### src/rtl/twiddle_pkg.sv
// Shared types and elaboration-time helpers for the CORDIC-filled quarter-wave cosine table.
package twiddle_pkg;

  typedef enum logic [1:0] {
    S_LOAD,
    S_ITER,
    S_WRITE,
    S_READY
  } state_t;

  localparam real PI              = 3.14159265358979323846;
  // Converged CORDIC gain reciprocal; the residual for >= 16 iterations is far below one LSB.
  localparam real CORDIC_INV_GAIN = 0.60725293500888125617;

  // Table depth for a 2^fft_n point transform (one quarter wave).
  function automatic int ne_of(input int fft_n);
    return 1 << (fft_n - 2);
  endfunction

  // Angle width: unsigned fraction of a quarter turn.
  function automatic int zw_of(input int fft_dw);
    return fft_dw + 4;
  endfunction

  // Signed x/y datapath width including guard bits and growth headroom.
  function automatic int xw_of(input int fft_dw, input int gw);
    return fft_dw + gw + 2;
  endfunction

  // atan(2^-i) as a fraction of a quarter turn, scaled by 2^zw and rounded.
  function automatic longint atan_q(input int i, input int zw = 20);
    real a;
    a = $atan(2.0 ** (-i)) / (PI / 2.0) * (2.0 ** zw);
    return longint'(a);
  endfunction

  // Start value of x: full-scale amplitude with guard bits, pre-divided by the CORDIC gain.
  function automatic longint cordic_x0(input int fft_dw, input int gw);
    real v;
    v = ((2.0 ** fft_dw) - 1.0) * (2.0 ** gw) * CORDIC_INV_GAIN;
    return longint'(v);
  endfunction

endpackage

### src/rtl/twiddle_cordic_iter.sv
// One combinational CORDIC micro-rotation in rotation mode; state registers live in the caller.
module twiddle_cordic_iter
  import twiddle_pkg::*;
#(
  parameter int XW   = 22,
  parameter int ZW   = 20,
  parameter int ZSW  = 22,
  parameter int ITER = 18,
  parameter int IW   = 5
) (
  input  logic signed [XW-1:0]  x,
  input  logic signed [XW-1:0]  y,
  input  logic signed [ZSW-1:0] z,
  input  logic [IW-1:0]         i,
  output logic signed [XW-1:0]  x_next,
  output logic signed [XW-1:0]  y_next,
  output logic signed [ZSW-1:0] z_next
);

  logic [ZW-1:0]         atan_tab [ITER];
  logic signed [XW-1:0]  x_sh;
  logic signed [XW-1:0]  y_sh;
  logic signed [ZSW-1:0] a_step;

  generate
    for (genvar gi = 0; gi < ITER; gi++) begin : g_atan
      localparam longint ATAN_Q = atan_q(gi, ZW);
      assign atan_tab[gi] = ZW'(ATAN_Q);
    end
  endgenerate

  always_comb begin
    x_sh   = x >>> i;
    y_sh   = y >>> i;
    a_step = $signed({{(ZSW-ZW){1'b0}}, atan_tab[i]});
    // Residual angle sign picks the rotation direction.
    if (!z[ZSW-1]) begin
      x_next = x - y_sh;
      y_next = y + x_sh;
      z_next = z - a_step;
    end else begin
      x_next = x + y_sh;
      y_next = y - x_sh;
      z_next = z + a_step;
    end
  end

endmodule

### src/rtl/twiddle_cos_table.sv
// Quarter-wave cosine twiddle table: fills its RAM with CORDIC after reset, then serves 1-cycle reads.
module twiddle_cos_table
  import twiddle_pkg::*;
#(
  parameter int FFT_N  = 10,
  parameter int FFT_DW = 16,
  parameter int ITER   = FFT_DW + 2,
  parameter int GW     = 4
) (
  input  logic              clk,
  input  logic              rst,
  input  logic              init_req,
  output logic              ready,
  input  logic              twact,
  input  logic [FFT_N-3:0]  twa,
  output logic [FFT_DW-1:0] twdr_cos,
  output logic              rd_err
);

  localparam int KW  = FFT_N - 2;
  localparam int NE  = ne_of(FFT_N);
  localparam int ZW  = zw_of(FFT_DW);
  localparam int ZSW = ZW + 2;
  localparam int XW  = xw_of(FFT_DW, GW);
  localparam int IW  = (ITER > 1) ? $clog2(ITER) : 1;

  localparam logic [FFT_DW-1:0]  A      = {FFT_DW{1'b1}};
  localparam logic signed [XW-1:0] A_S  = $signed({{(XW-FFT_DW){1'b0}}, A});
  localparam logic signed [XW-1:0] X0   = XW'(cordic_x0(FFT_DW, GW));
  localparam logic signed [XW-1:0] RND  = XW'(longint'(1) << (GW - 1));
  localparam logic [KW-1:0]        K_LAST = KW'(NE - 1);
  localparam logic [IW-1:0]        I_LAST = IW'(ITER - 1);

  state_t                state_reg;
  logic [KW-1:0]         k_reg;
  logic [IW-1:0]         i_reg;
  logic signed [XW-1:0]  x_reg;
  logic signed [XW-1:0]  y_reg;
  logic signed [ZSW-1:0] z_reg;

  logic signed [XW-1:0]  x_next;
  logic signed [XW-1:0]  y_next;
  logic signed [ZSW-1:0] z_next;
  logic signed [ZSW-1:0] z_start;
  logic signed [XW-1:0]  x_rnd;
  logic signed [XW-1:0]  x_int;
  logic [FFT_DW-1:0]     wr_data;
  logic                  wr_en;

  logic [FFT_DW-1:0]     ram_mem [NE];

  twiddle_cordic_iter #(
    .XW   (XW),
    .ZW   (ZW),
    .ZSW  (ZSW),
    .ITER (ITER),
    .IW   (IW)
  ) u_iter (
    .x      (x_reg),
    .y      (y_reg),
    .z      (z_reg),
    .i      (i_reg),
    .x_next (x_next),
    .y_next (y_next),
    .z_next (z_next)
  );

  // Entry k sits at angle k/NE of a quarter turn.
  assign z_start = $signed({{(ZSW-ZW){1'b0}}, k_reg, {(ZW-KW){1'b0}}});

  always_comb begin
    x_rnd = x_reg + RND;
    x_int = x_rnd >>> GW;
    if (k_reg == '0) begin
      wr_data = A;
    end else if (x_int[XW-1]) begin
      wr_data = '0;
    end else if (x_int > A_S) begin
      wr_data = A;
    end else begin
      wr_data = x_int[FFT_DW-1:0];
    end
  end

  assign wr_en = (state_reg == S_WRITE) && !rst;

  always_ff @(posedge clk) begin
    if (rst) begin
      state_reg <= S_LOAD;
      k_reg     <= '0;
      i_reg     <= '0;
      x_reg     <= '0;
      y_reg     <= '0;
      z_reg     <= '0;
      ready     <= 1'b0;
      rd_err    <= 1'b0;
    end else begin
      if (twact && !ready) begin
        rd_err <= 1'b1;
      end
      case (state_reg)
        S_LOAD: begin
          x_reg     <= X0;
          y_reg     <= '0;
          z_reg     <= z_start;
          i_reg     <= '0;
          state_reg <= S_ITER;
        end
        S_ITER: begin
          x_reg <= x_next;
          y_reg <= y_next;
          z_reg <= z_next;
          i_reg <= i_reg + IW'(1);
          if (i_reg == I_LAST) begin
            state_reg <= S_WRITE;
          end
        end
        S_WRITE: begin
          if (k_reg == K_LAST) begin
            state_reg <= S_READY;
            ready     <= 1'b1;
          end else begin
            k_reg     <= k_reg + KW'(1);
            state_reg <= S_LOAD;
          end
        end
        S_READY: begin
          if (init_req) begin
            state_reg <= S_LOAD;
            k_reg     <= '0;
            ready     <= 1'b0;
            rd_err    <= 1'b0;
          end
        end
        default: begin
          state_reg <= S_LOAD;
        end
      endcase
    end
  end

  always_ff @(posedge clk) begin
    if (wr_en) begin
      ram_mem[k_reg] <= wr_data;
    end
  end

  // Reads only happen in S_READY, so they never collide with the fill writes.
  always_ff @(posedge clk) begin
    if (rst) begin
      twdr_cos <= '0;
    end else if (twact) begin
      if (ready) begin
        twdr_cos <= ram_mem[twa];
      end else begin
        twdr_cos <= '0;
      end
    end
  end

endmodule

### config.mk
export PLATFORM = sky130hd
export DESIGN_NAME = twiddle_cos_table
export DESIGN_NICKNAME = d
export VERILOG_FILES = /design/src/rtl/twiddle_pkg.sv /design/src/rtl/twiddle_cordic_iter.sv /design/src/rtl/twiddle_cos_table.sv
export SDC_FILE = /design/constraint.sdc
export NUM_CORES = 2
export LEC_CHECK = 0
export BUFFER_PORTS_ARGS = -buffer_cell sky130_fd_sc_hd__buf_2
export CAP_MARGIN = 5
export CORE_ASPECT_RATIO = 1.5
export CORE_MARGIN = 2
export CORE_UTILIZATION = 50
export CTS_CLUSTER_DIAMETER = 150
export CTS_CLUSTER_SIZE = 30
export DETAILED_ROUTE_END_ITERATION = 8
export PLACE_DENSITY = 0.69
export SLEW_MARGIN = 10
export SYNTH_ARGS = -nofsm -noshare
export SYNTH_HDL_FRONTEND = slang
export SYNTH_HIERARCHICAL = 1
export SYNTH_SLANG_ARGS = --single-unit
export TNS_END_PERCENT = 1
### constraint.sdc
create_clock -name clk -period 27.7 [get_ports clk]
set_input_delay 1.385 -clock clk [delete_from_list [all_inputs] [get_ports clk]]
set_output_delay 1.385 -clock clk [all_outputs]
set_load 0.05 [all_outputs]
After elaboration in Yosys (flattened, before gate mapping)
Memory sizes are Yosys's and may differ from the RTL's.
Cells that the tools add are included.
W data, S select, Z words.

operators by class
  $add $sub $neg = 9
  $lt $le $gt $ge = 2
  equality and inequality tests = 9
  shift operators = 2
  multiplexer cells = 28
  bitwise gates (word level) = 1
  reductions and logical operators = 11

operators by type and width
  operator                 count
  $pmux W22 S2             3
  $mux W22                 3
  $mux W16                 4
  $add A22 B22 Y22         2
  $sshr A22 B5 Y22         2
  $sub A22 B22 Y22         2
  $mux W20                 2
  $add A22 B21 Y22         1
  $add A22 B5 Y22 const B  1
  $sub A22 B21 Y22         1
  $gt A18 B17 Y1 const B   1
  $mux W8                  2
  $pmux W8 S2              1
  $pmux W5 S2              1
  $add A8 B1 Y8 const B    1
  $eq A8 B8 Y1 const B     1
  $logic_not A8 Y1         1
  $pmux W2 S4              1
  $mux W1                  7
  $ge A6 B6 Y1 const B     1
  $mux W2                  3
  $ne A2 B2 Y1 const B     3
  $not A5 Y6               1
  $reduce_and A3 Y1        2
  other kinds (11)         15

word-level totals
  bits in registers = 99
  bits in writable memories = 4096
  memory bits (read-only) = 640
  input port bits = 12
  output and inout bits = 18
  word-level logic and storage cells = 73
  memories kept = 2

memories
  name              depth  bits a word  rd ports  clocked after memory_dff  wr ports  RTL line                   RTL
  ram_mem           256    16           1         0                         1         twiddle_cos_table.sv:50    logic [FFT_DW-1:0] ram_mem [NE];
  (name not given)  32     20           1         0                         0         twiddle_cordic_iter.sv:35  a_step = $signed({{(ZSW-ZW){1'b0}}, atan_tab[i]});

Depth between registers and ports, before layout
  depth in word-level cells = 7
  mapped depth = 30
  mapped depth without buffers = 25

Cells and area by module
The synthesis kept the hierarchy.

by module, submodules not included
  module               times used  cells an instance  area an instance (µm²)  sequential area each (µm²)
  twiddle_cos_table    1           7648               160858.0                124979.9
  twiddle_cordic_iter  1           975                7553.5                  0.0

Least setup slack after synthesis
No wires, ideal clock.

  path kind = register to register
  start = reg x_reg[12]
  end = mem ram_mem[0][8], data pin
  library setup time = 2.187 ns
  arrival time = 11.666 ns
  required time = 25.513 ns
  path slack = 13.848 ns
  stages on the path, launching flop included = 9
  cell sequence = dfxtp_1 -> and4_1 -> and3_1 -> and2_1 -> and3_1 -> nand3_1 -> xnor2_1 -> clkbuf_1 -> o21ai_0

on the way
  longest elaborated chain between the ends = 5

ends and longest elaborated chain
  element                 RTL line                  RTL
  from (decl)             twiddle_cos_table.sv:37   logic signed [XW-1:0] x_reg;
  from (signal assigned)  twiddle_cos_table.sv:110  x_reg <= x_next;
  $add A22 B5 Y22 (*)     twiddle_cos_table.sv:72   x_rnd = x_reg + RND;
  $gt A18 B17 Y1          twiddle_cos_table.sv:78   end else if (x_int > A_S) begin
  $mux W16                twiddle_cos_table.sv:78
  $mux W16 (*)            twiddle_cos_table.sv:76   end else if (x_int[XW-1]) begin
  $mux W16 (*)            twiddle_cos_table.sv:74   if (k_reg == '0) begin
  via wr_data[8]          twiddle_cos_table.sv:47   logic [FFT_DW-1:0] wr_data;
  to (decl)               twiddle_cos_table.sv:50

The timed path passes the listed nets; every way through them passes the cells marked *.

Worst setup path in the final report
  start = in twa[0]
  end = reg twdr_cos[4]

on the way
  longest elaborated chain between the ends = 2

ends and longest elaborated chain
  element               RTL line                  RTL
  from (decl)           twiddle_cos_table.sv:15   input logic [FFT_N-3:0] twa,
  $mem_v2 Z256 W16      n/a
  $mux W16              twiddle_cos_table.sv:153  if (ready) begin
  to (signal assigned)  twiddle_cos_table.sv:154  twdr_cos <= ram_mem[twa];
  to (decl)             twiddle_cos_table.sv:16   output logic [FFT_DW-1:0] twdr_cos,

No other way between the ends.
A chain may end at the register's enable or synchronous reset.

==> results.cfg <==
[outcome]
status = finished, final reports clean

[sta]
rsz0062_at_grt = false
skew_ps = 88.1
tightest_slew_ps = 1370
timing.slew.headroom = 0.0811
finalMaxSlewViolations = 0
fin_setup_tns_ps = 0
timing.final.crit_share = 0.268
period_needed_ps = 7430
setup_viol = 0
setup_ws_ps = 20270
timing_hold_violations_final = 0
fmax_mhz = 135

[worst_setup_path]
crit_arrival_ps = 8270
required_ps = 28540
critPathMaxStageDelay_ps = 830
path_cells = buf_12 -> buf_4 -> buf_4 -> buf_4 -> buf_12 -> buf_4 -> buf_4 -> mux4_2 -> a22o_1 -> nor4_1 -> nor4_1 -> a32o_1
cp-end-kind = flop
setup.worst_path.start_class = primary input
cpMostUsedCell = buf_4
crit_fanout = 98
worst-setup-path-type = primary input to flop
slowest_stage = buf_4

[hold_path]
holdCritPathClass = flop to flop

[final_layout]
nets = 8870
largest_register_ffs = 4096
drive_gt1_frac = 0.194
area_growth_pct = 6.87
regMostFlops = ram_mem

[clock_network]
root_buffer = clkbuf_16
cts_setup_buffers = 0
cts_buffers = 166
htree_levels = 4
holdBufCountCts = 0
clock_path_buffers = 4
clock-sinks = 4195
clk_latency_ps = 970
clk_pin_slew_worst_paths_ps = 120
cts_resized = 0
cts_tree = yes

[power_and_ir_drop]
max-vdd-ir-drop_v = 0.0000582
p_per_area_nw_per_um2 = 62.4
leakage_nw = 40.6

[synth]
synth_commonest_cells = edfxtp_1 (4096), mux4_2 (892), nor2_1 (534), mux2i_1 (432), a22oi_1 (239)
synth-seq-cells = 4195
synth_top_area_cell = edfxtp_1
synth_nets = 8726
synth-edff-count = 4096
synthDominantCellAreaShare = 0.730
synthFlopType = edfxtp_1
synth_cell_types = 97
yosysWarningCount = 6
async_flop_share = 0
seq_area_frac_synth = 0.742
netlist_area_um2 = 168000
synthTopCellsByArea = edfxtp_1 (73%), mux4_2 (12%), mux2i_1 (2.6%)
synth_area_per_cell_um2 = 19.5
synthCells = 8623
yosysMostFrequentCell = edfxtp_1

[die]
core_area_um2 = 336000
dieArea_um2 = 342000
initial_core_util = 0.501
num_io_pins = 30
fp.dieW_um = 478
fp.dieH_um = 715
rows = 261

[detailed_routing]
routed_wirelength_mm = 449
drc = 0
drtIter0Drc = 11765
detail-route-antenna-nets = 0
wire_per_inst_um = 33.7
drtPass1Iterations = 6
dr_total_vias = 88012
avgViaCountPerCell = 6.61

[grt]
grt_pass1_wl_mm = 636
overflow = 0
antenna_found_initial = 20
grt_start_max_net_pins = 209
grtUsageTotal = 0.259
grt_pass1_vias = 86640

[place]
hpwl_mm = 273
gp_congestion = 0.875
pre_cts_ws_ps = 19010
portBuffers = 29

[job]
cap_violations = 0
[placed cells by master (no fill, tap or decap), types with 78 or more instances in the layout]
master     Yosys  final
a22oi_1      239    239
buf_4         76    436
mux4_2       892    892
a21oi_1      216    216
ha_1          88     88
nand2_1      224    214
o21ai_0       99     83
clkbuf_16      0    169
nand3_1       91     85
nor2_1       534    490
mux2i_1      432    432
dfxtp_1       99     93
edfxtp_1    4096   4096
o22ai_1      150    150
xnor2_1       79     78
[worst max-delay path: cells and delay by family]
kind                   cells  cell delay [ps]
multiplexers               1              600
buffers and inverters      7             4880
AO/OA/AOI/OAI              2              570
AND/OR/NAND/NOR            2              560
[metal layers]
metal	routed length, µm	track usage
met1	161000	0.332
met4	25900	0.127
met2	225000	0.436
met5	47	0
met3	37800	0.0361
[metrics by stage]
step | hold WS, ps | power [W] | std cells | instance area [µm²] | utilization
5_1_grt | 498 | 0.0115 | 13298 | 180000 | 0.536
2_1_floorplan | 465 | 0.00802 | 8623 | 168000 | -
6_report | 485 | 0.0112 | 13312 | 180000 | 0.536
3_3_place_gp | 441 | 0.00835 | 13065 | 175000 | 0.522
3_5_place_dp | 446 | 0.00838 | 13068 | 175000 | 0.522
4_1_cts | 485 | 0.0113 | 13294 | 180000 | 0.535
[power breakdown]
group / switching, W / total, W / internal, W / leakage (nW)
clock network: 0.00183 / 0.00297 / 0.00114 / 2.18
registers: 0.0000592 / 0.00693 / 0.00687 / 23.6
logic: 0.000790 / 0.00132 / 0.000530 / 14.8
total: 0.00268 / 0.0112 / 0.00854 / 40.6
[worst paths after layout]
kind,from,endpoint,slack [ps],cells after the start
hold reg to reg,twdr_cos[9],twdr_cos[9],490,2
setup / recovery,twa[0],twdr_cos[4],20270,12
setup reg to reg,i_reg[2],y_reg[21],21120,21
hold / removal,twdr_cos[9],twdr_cos[9],490,2
[kinds of logic (layout without fill, tap and decap cells)]
kind of cell	after synthesis	after routing	share of synthesized area
mux	1350	1350	0.147
buf+inv	544	746	0.0177
xor+xnor	135	135	0.00702
flops	4195	4195	0.742
compound gates	1179	1179	0.0489
fa+ha+maj	91	91	0.00689
simple gates	1129	1129	0.0303
other cells	0	16	0
[final cells by class]
type / instances / area [µm²]
antenna: 16 / 40.0
clock buffer: 221 / 4420
clock inverter: 5 / 72.6
fill: 25405 / 156000
inverter: 41 / 155
multi-input combinational: 3884 / 40900
sequential: 4195 / 125000
tap: 4471 / 5590
timing repair buffer: 479 / 3770
Power figures use the tool's default switching activity.
